<file path="src/rtl/uart_rx_fifo.sv">
// ============================================================================
//  Module      : uart_rx_fifo
//  Description : UART receive path. A 2-flop synchronizer feeds a
//                16x-oversampling frame recovery FSM; good bytes are pushed
//                into a first-word-fall-through FIFO that the host drains
//                with rd_uart.
//  Ports       : clk           - sole clock, rising edge
//                rst           - asynchronous reset, active low
//                rx            - serial line, idle high, asynchronous
//                rd_uart       - pop strobe, one word per asserted cycle
//                rx_dout       - FIFO head word (valid when not empty)
//                rx_fifo_cnt   - stored word count, 0..FIFO_DEPTH
//                rx_fifo_empty - count == 0
//                rx_fifo_full  - count == FIFO_DEPTH
//                frame_err     - 1-cycle pulse, stop bit sampled low
//                overrun_err   - 1-cycle pulse, good frame dropped (full)
//                parity_err    - 1-cycle pulse, even-parity mismatch
//  Options     : UART_RX_PARITY_EN - adds an even parity bit after the data
//                bits; when undefined parity_err is tied low.
//  Revision    : 1.0 - initial release
// ============================================================================
`timescale 1ns/1ps
`default_nettype none

module uart_rx_fifo #(
    parameter int DATA_WIDTH = 8,
    parameter int FIFO_DEPTH = 16,
    parameter int BAUD_DIV   = 27
) (
    input  logic                          clk,
    input  logic                          rst,
    input  logic                          rx,
    input  logic                          rd_uart,
    output logic [DATA_WIDTH-1:0]         rx_dout,
    output logic [$clog2(FIFO_DEPTH):0]   rx_fifo_cnt,
    output logic                          rx_fifo_empty,
    output logic                          rx_fifo_full,
    output logic                          frame_err,
    output logic                          overrun_err,
    output logic                          parity_err
);

    localparam int c_AW = $clog2(FIFO_DEPTH);
    localparam int c_CW = c_AW + 1;
    localparam int c_BW = $clog2(BAUD_DIV);
    localparam int c_NW = $clog2(DATA_WIDTH + 1);

    localparam logic [c_BW-1:0] c_BAUD_LAST = c_BW'(BAUD_DIV - 1);
    localparam logic [c_NW-1:0] c_N_LAST    = c_NW'(DATA_WIDTH - 1);
    localparam logic [c_CW-1:0] c_DEPTH     = c_CW'(FIFO_DEPTH);

    typedef enum logic [2:0] {
        ST_IDLE   = 3'd0,
        ST_START  = 3'd1,
        ST_DATA   = 3'd2,
`ifdef UART_RX_PARITY_EN
        ST_PARITY = 3'd3,
`endif
        ST_STOP   = 3'd4
    } state_t;

    // ------------------------------------------------------------------
    // Input synchronizer (idle-high reset so no false edge at release)
    // ------------------------------------------------------------------
    logic r_sync1, r_sync2;
    logic w_rxs;

    always_ff @(posedge clk or negedge rst) begin
        if (!rst) begin
            r_sync1 <= 1'b1;
            r_sync2 <= 1'b1;
        end else begin
            r_sync1 <= rx;
            r_sync2 <= r_sync1;
        end
    end

    assign w_rxs = r_sync2;

    // ------------------------------------------------------------------
    // Oversample tick generator
    // ------------------------------------------------------------------
    logic [c_BW-1:0] r_baud;
    logic            w_tick;

    assign w_tick = (r_baud == c_BAUD_LAST);

    always_ff @(posedge clk or negedge rst) begin
        if (!rst)        r_baud <= '0;
        else if (w_tick) r_baud <= '0;
        else             r_baud <= r_baud + 1'b1;
    end

    // ------------------------------------------------------------------
    // Frame recovery FSM
    // ------------------------------------------------------------------
    state_t                r_state;
    logic [3:0]            r_s;
    logic [c_NW-1:0]       r_n;
    logic [DATA_WIDTH-1:0] r_shift;
    logic                  r_armed;
    logic                  r_frame_err;
    logic                  w_push;
`ifdef UART_RX_PARITY_EN
    logic                  r_par_bad;
    logic                  r_par_err;
`endif

    always_ff @(posedge clk or negedge rst) begin
        if (!rst) begin
            r_state     <= ST_IDLE;
            r_s         <= 4'd0;
            r_n         <= '0;
            r_shift     <= '0;
            r_armed     <= 1'b0;
            r_frame_err <= 1'b0;
`ifdef UART_RX_PARITY_EN
            r_par_bad   <= 1'b0;
            r_par_err   <= 1'b0;
`endif
        end else begin
            r_frame_err <= 1'b0;
`ifdef UART_RX_PARITY_EN
            r_par_err   <= 1'b0;
`endif
            // A line seen idle on a tick proves we are between frames.
            if (w_tick && w_rxs)
                r_armed <= 1'b1;

            case (r_state)
                ST_IDLE: begin
                    if (r_armed && !w_rxs) begin
                        r_state <= ST_START;
                        r_s     <= 4'd0;
                    end
                end
                ST_START: begin
                    if (w_tick) begin
                        if (r_s == 4'd7) begin
                            r_s     <= 4'd0;
                            r_n     <= '0;
                            r_state <= w_rxs ? ST_IDLE : ST_DATA;
                        end else begin
                            r_s <= r_s + 4'd1;
                        end
                    end
                end
                ST_DATA: begin
                    if (w_tick) begin
                        r_s <= r_s + 4'd1;   // wraps 15 -> 0 at each bit centre
                        if (r_s == 4'hF) begin
                            r_shift <= {w_rxs, r_shift[DATA_WIDTH-1:1]};
                            r_n     <= r_n + 1'b1;
                            if (r_n == c_N_LAST) begin
`ifdef UART_RX_PARITY_EN
                                r_state <= ST_PARITY;
`else
                                r_state <= ST_STOP;
`endif
                            end
                        end
                    end
                end
`ifdef UART_RX_PARITY_EN
                ST_PARITY: begin
                    if (w_tick) begin
                        r_s <= r_s + 4'd1;
                        if (r_s == 4'hF) begin
                            r_par_bad <= w_rxs ^ (^r_shift);
                            r_state   <= ST_STOP;
                        end
                    end
                end
`endif
                ST_STOP: begin
                    if (w_tick) begin
                        r_s <= r_s + 4'd1;
                        if (r_s == 4'hF) begin
                            r_state <= ST_IDLE;
                            if (!w_rxs)
                                r_frame_err <= 1'b1;
`ifdef UART_RX_PARITY_EN
                            else if (r_par_bad)
                                r_par_err <= 1'b1;
`endif
                        end
                    end
                end
                default: r_state <= ST_IDLE;
            endcase
        end
    end

    assign w_push = (r_state == ST_STOP) && w_tick && (r_s == 4'hF) && w_rxs
`ifdef UART_RX_PARITY_EN
                    && !r_par_bad
`endif
                    ;

    // ------------------------------------------------------------------
    // FWFT FIFO
    // ------------------------------------------------------------------
    logic [DATA_WIDTH-1:0] r_mem [FIFO_DEPTH];
    logic [c_AW-1:0]       r_wr_ptr, r_rd_ptr;
    logic [c_CW-1:0]       r_cnt;
    logic                  r_ovr;
    logic                  w_pop, w_full, w_wr;

    assign w_full = (r_cnt == c_DEPTH);
    assign w_pop  = rd_uart && (r_cnt != '0);
    // When full, a simultaneous pop frees the slot being overwritten.
    assign w_wr   = w_push && (!w_full || w_pop);

    always_ff @(posedge clk or negedge rst) begin
        if (!rst) begin
            for (int i = 0; i < FIFO_DEPTH; i++)
                r_mem[i] <= '0;
            r_wr_ptr <= '0;
            r_rd_ptr <= '0;
            r_cnt    <= '0;
            r_ovr    <= 1'b0;
        end else begin
            r_ovr <= w_push && w_full && !w_pop;
            if (w_wr) begin
                r_mem[r_wr_ptr] <= r_shift;
                r_wr_ptr        <= r_wr_ptr + 1'b1;
            end
            if (w_pop)
                r_rd_ptr <= r_rd_ptr + 1'b1;
            case ({w_wr, w_pop})
                2'b10:   r_cnt <= r_cnt + 1'b1;
                2'b01:   r_cnt <= r_cnt - 1'b1;
                default: r_cnt <= r_cnt;
            endcase
        end
    end

    assign rx_dout       = r_mem[r_rd_ptr];
    assign rx_fifo_cnt   = r_cnt;
    assign rx_fifo_empty = (r_cnt == '0);
    assign rx_fifo_full  = w_full;
    assign frame_err     = r_frame_err;
    assign overrun_err   = r_ovr;
`ifdef UART_RX_PARITY_EN
    assign parity_err    = r_par_err;
`else
    assign parity_err    = 1'b0;
`endif

endmodule

`default_nettype wire

</file>
<file path="config.mk">
export PLATFORM = sky130hd
export DESIGN_NAME = uart_rx_fifo
export DESIGN_NICKNAME = d
export VERILOG_FILES = /design/src/rtl/uart_rx_fifo.sv
export SDC_FILE = /design/constraint.sdc
export NUM_CORES = 1
export LEC_CHECK = 0
export CELL_PAD_IN_SITES_DETAIL_PLACEMENT = 1
export CELL_PAD_IN_SITES_GLOBAL_PLACEMENT = 2
export CORE_MARGIN = 10
export CORE_UTILIZATION = 45
export CTS_BUF_LIST = sky130_fd_sc_hd__clkbuf_4
export DETAILED_ROUTE_END_ITERATION = 12
export PLACE_DENSITY = 0.89
export SLEW_MARGIN = 25
export SYNTH_ARGS = -nofsm -noshare
export SYNTH_HDL_FRONTEND = slang
export SYNTH_SLANG_ARGS = --single-unit
</file>
<file path="constraint.sdc">
create_clock -name clk -period 3.1 [get_ports clk]
set_input_delay 0.62 -clock clk [delete_from_list [all_inputs] [get_ports clk]]
set_output_delay 0.62 -clock clk [all_outputs]
set_load 0.05 [all_outputs]
</file>
### Yosys cells after proc, flatten, opt, wreduce, memory -nomap -nowiden

Index checks and enable logic that the tools add are counted.

* register bits after elaboration: 170

* add/sub/neg operators: 7
* order comparisons: 3
* equality and inequality tests: 19
* muxes and demuxes: 32
* bitwise gates (word level): 2
* reductions and logical operators: 25

Operators by type and width (count)
* 128-bit bitwise mux: 1
* 8-bit binary-select mux with 4-bit select: 1
* 8-bit demux with 4-bit select: 1
* 4-bit 2-to-1 mux: 8
* 3-bit 2-to-1 mux: 8
* 8-bit 2-to-1 mux: 3
* 4-bit by 1-bit adder with 4-bit output (second input constant): 4
* 2-bit != test (second input constant): 8
* 3-bit case mux with 4 select lines: 1
* 4-bit case mux with 3 select lines: 1
* 5-bit by 1-bit adder with 5-bit output (second input constant): 2
* 5-bit == test (second input constant): 2
* 5-bit greater-or-equal comparator (second input constant): 2
* 1-bit logical AND: 10
* 4-bit inverter with 5-bit output: 2
* 5-bit case mux with 2 select lines: 1
* 4-bit by 3-bit == test with 1-bit output (second input constant): 2
* 4-bit case mux with 2 select lines: 1
* 8-bit AND reduction: 1
* 5-bit logical NOT: 1
* 5-bit by 1-bit less-than comparator with 1-bit output (second input constant): 1
* 5-bit 2-to-1 mux: 1
* 5-bit AND reduction: 1
* 5-bit nonzero test: 1
* 18 further kinds: 24

### Depth between registers and ports, before layout

Gate-level depths: netlist of the first run.

* depth in word-level cells: 7
* depth in mapped cells: 16
* gate-level depth less buffers: 14

### Worst setup path before layout of the first run

Ideal clock, no wire load.

* kind: flip-flop to flip-flop
* from: register r_cnt[1], in the netlist rx_fifo_cnt[1]
* to: register r_cnt[4], in the netlist rx_fifo_cnt[4]
* setup time: 0.146 ns
* data arrival time: 3.433 ns
* data required time: 2.954 ns
* path slack: -0.479 ns
* cell stages (with the launch flop): 15
* path buffers: 3
* clock period less this slack: 3.579 ns
* path through: dfrtp_1 > buf_6 > nor4_4 > nor2b_1 > nor2b_1 > clkbuf_1 > ha_1 > clkbuf_1 > xor2_1 > ha_1 > o211ai_1 > a21oi_1 > a31oi_1 > nor2_1 > xor2_1

* word-level cells in the longest chain between the ends: 6

Ends and longest elaborated chain
* start, declared: RTL line 205 `logic [c_CW-1:0] r_cnt;`
* start signal, assigned: RTL line 231 `2'b10: r_cnt <= r_cnt + 1'b1;`
* start signal, assigned: RTL line 232 `2'b01: r_cnt <= r_cnt - 1'b1;`
* start signal, assigned: RTL line 233 `default: r_cnt <= r_cnt;`
* 5-bit nonzero test *: RTL line 210 `assign w_pop = rd_uart && (r_cnt != '0);`
* 1-bit logical AND *: RTL line 210
* named net w_pop: RTL line 207 `logic w_pop, w_full, w_wr;`
* 1-bit logical OR: RTL line 212 `assign w_wr = w_push && (!w_full || w_pop);`
* 1-bit logical AND: RTL line 212
* 2-bit by 1-bit == test with 1-bit output or 2-bit == test (tied branches): RTL line 230 `case ({w_wr, w_pop})`
* 5-bit case mux with 2 select lines or 2-bit nonzero test (tied branches)

Mark *: on every way through the listed nets, which the timed path passes. The rest lies on a longest branch.
A chain may end at the register's enable or synchronous reset.

### Final worst setup path of the first run

* from: register r_rd_ptr[0]
* to: output port rx_dout[5]

* word-level cells in the longest chain between the ends: 4

Ends and longest elaborated chain
* start, declared: RTL line 204 `logic [c_AW-1:0] r_wr_ptr, r_rd_ptr;`
* start signal, assigned: RTL line 229 `r_rd_ptr <= r_rd_ptr + 1'b1;`
* 4-bit inverter with 5-bit output (implied by the code): RTL line 238 `assign rx_dout = r_mem[r_rd_ptr];`
* 8-bit binary-select mux with 4-bit select: RTL line 238
* 8-bit 2-to-1 mux (implied by the code) (2 in series): RTL line 238
* end, declared: RTL line 34 `output logic [DATA_WIDTH-1:0] rx_dout,`

Every way passes these cells. The select of a mux whose other input is x is not followed.

==> impl_metrics.ini, run 1 <==
[finish]
final_util_pct = 50.19
drive_gt1_share_pct = 46.38
area_delta_synth_final_pct = 9.563
layout.nets = 584

[setup_path]
crit_arrival_ns = 2.56
end_kind = output pin
path_class = reg2out
max_stage_delay_ns = 0.54
path_cells = buf_6, buf_12, mux4_2, mux4_2, buf_6
setup.worst_path.start_class = flop
reg2reg_slack_ns = 0.29
worstSetupEndpoint = rx_dout[5]
reg2reg_depth = 14
timing.rr.end = rx_fifo_cnt[4]
cp_slowest_cell = mux4_2
r2r-start = r_baud[0]
cp.required_ns = 2.48
worstSetupStartpoint = r_rd_ptr[0]
critPathMaxFanout = 6

[sta]
hold_viol = 0
layout_min_cycle_time_ns = 3.180
rsz0062_at_grt = yes
worst_pin_slew_ns = 0.6739
max_freq_mhz = 314.5
skew_ns = 0.03539
period_share_pct = 102.6
slew_headroom_pct = 55.07
setup_violations = 8
fin_ws_ns = -0.07992
finalMaxSlewViolations = 0

[flow_run]
drv_cap = 0

[synth]
synth_edf_count = 0
synth_top_area_share_pct = 49.06
avgSynthCellArea_sq_um = 15.58
yosysMostFrequentCell = dfrtp_1
synth.largest_area_cell = dfrtp_1
ys_warn_count = 0
synth_cell_types = 48
syn-num-nets = 567
synth_ff_type = dfrtp_1
syn_area_sq_mm = 0.008569
seq_area_frac_synth_pct = 49.67
async_flop_share_pct = 100.0
netlist_top_cells_count = 168 x dfrtp_1, 112 x mux2_4, 40 x mux4_2, 29 x mux2_2, 17 x buf_6
syn-instance-count = 550
synth-seq-cells = 170
synth_area_leaders = dfrtp_1 49%, mux2_4 20%, mux4_2 11%

[global_routing]
track_usage_pct = 16.93
grt_overflow = 0
grt_pass1_vias = 5395
grt_pass1_wl_um = 31800
grt_antenna_before_repair = 1
grt_max_degree = 64

[drt]
drt_first_iter_violations = 242
vias_per_cell = 5.774
drt-total-wl_um = 19910
wl_per_cell_um = 24.43
vias = 4706
firstDrtPassIters = 5
postRouteAntennaNets = 0
drc = 0

[min_path]
worstHoldPathType = reg2reg
hold_depth = 0
worst_hold_startpoint = r_sync1

[power_and_ir_drop]
irDropWorstVdd_uv = 500.6
power_leakage_uw = 0.004296
totalPowerFinal_uw = 5138
power.density_mw_per_mm2 = 547.2

[die]
die_area_sq_mm = 0.02496
fp.dieW_um = 158.0
start_util_pct = 45.81
coreArea_sq_mm = 0.01871
placementRows = 50
pin_count = 22
die_h_um = 158.0

[cts]
path_clk_slew_ns = 0.14
cts_htree_levels = 4
tritoncts = built
cts_buffers = 17
clk_path_buf_depth = 2
cts.sinks = 170
clk_latency_ns = 0.60
clockRootBuffer = clkbuf_4

[run_status]
violations = negative setup slack
status = complete, but fails checks

[placed_design]
port_buffers = 20
dp_hpwl_um = 12790
gp_congestion = 0.7678
stage by stage:
stage	setup TNS (ns)	hold WS, ns	cell area [sq um]	setup slack, ns	instances
floorplan	0	0.3244	8578	0.02250	550
global placement	0	0.3472	8886	0.3084	773
detailed placement	0	0.3479	8886	0.1053	773
CTS	-0.4792	0.3671	9379	-0.09125	814
global route	-1.096	0.3756	9389	-0.1777	815
finish	-0.3819	0.3666	9389	-0.07992	815
registers in the layout (all words and copies together), names as in the netlist:
register / count
r_mem: 128
r_shift: 8
r_baud: 5
rx_fifo_cnt: 5
r_n: 4
r_rd_ptr: 4
r_s: 4
r_wr_ptr: 4
r_state: 3
frame_err: 1
overrun_err: 1
r_armed: 1
r_sync1: 1
r_sync2: 1
final cells by class:
cell class                      count  area [sq um]
Antenna cell                        1         2.502
Inverter                            9         33.78
Tap cell                          234         292.8
Fill cell                        1810          9316
Clock buffer                       18         135.1
Multi-Input combinational cell    325          3974
Sequential cell                   170          4260
Timing Repair Buffer               44         528.0
Clock inverter                     14         162.7
what timing repair did:
item | CTS | global route
gates resized for setup | 22 | 4
setup buffers | 5 | 0
pin swaps | 0 | 0
endpoints found under the setup margin | 9 | 10
hold buffers | 1 | 0
cloned | 3 | 0
hold endpoints to repair | 54 | 0
critical path: cells and delay by family (launching register included):
kind | cells | cell delay (ns)
flip-flops | 1 | 0.46
multiplexers | 2 | 1.05
buffers and inverters | 3 | 0.47
metal layers:
layer,GRT usage (%),vias to the layer above,part of all wire [%]
met5,0,-,0
met4,5.955,0,2.2
met3,3.745,26,4.7
met2,28.47,115,51
met1,21.06,2533,42
li1,-,2032,-
layout by cell type, fill, tap and decap left out, types with 5 or more instances in the layout:
| cell type | n |
|---|---|
| ha_1 | 11 |
| clkdlybuf4s50_1 | 9 |
| mux2_2 | 29 |
| mux2_4 | 112 |
| and3_1 | 8 |
| clkbuf_4 | 18 |
| xnor2_1 | 9 |
| and3_4 | 10 |
| a22o_1 | 5 |
| buf_6 | 7 |
| inv_1 | 9 |
| buf_4 | 14 |
| xor2_1 | 7 |
| a21oi_1 | 8 |
| nand2_1 | 15 |
| dfrtp_1 | 165 |
| o21ai_0 | 7 |
| nor2_1 | 13 |
| mux4_2 | 40 |
| nand3_1 | 8 |
worst min-delay path by stage:
stage / endpoint
global route: r_sync2
floorplan: frame_err
CTS: r_sync2
global placement: r_sync2
finish: r_sync2
detailed placement: r_sync2
logic make-up (layout without fill, tap and decap cells):
family	Yosys count	in the layout	synth area share [%]
simple gates	78	78	5.636
flops	170	170	49.67
mux	183	183	34.18
xor+xnor	16	16	1.635
compound gates	34	34	2.833
other cells	1	2	0.04376
buf+inv	55	85	4.103
fa+ha+maj	13	13	1.898
report_power, final:
group | internal, uW | total (uW) | switching [uW]
clock network | 507 | 1350 | 847
registers | 2290 | 2470 | 183
logic | 648 | 1310 | 663
total | 3450 | 5140 | 1690
Note: power is estimated with default switching activity, not from simulation.
==> run 2: changes to the inputs <==
- SLEW_MARGIN: 25 -> 15
==> results of run 2 <==
Same layout as run 1: the final DEF is identical, and so are final timing and power.
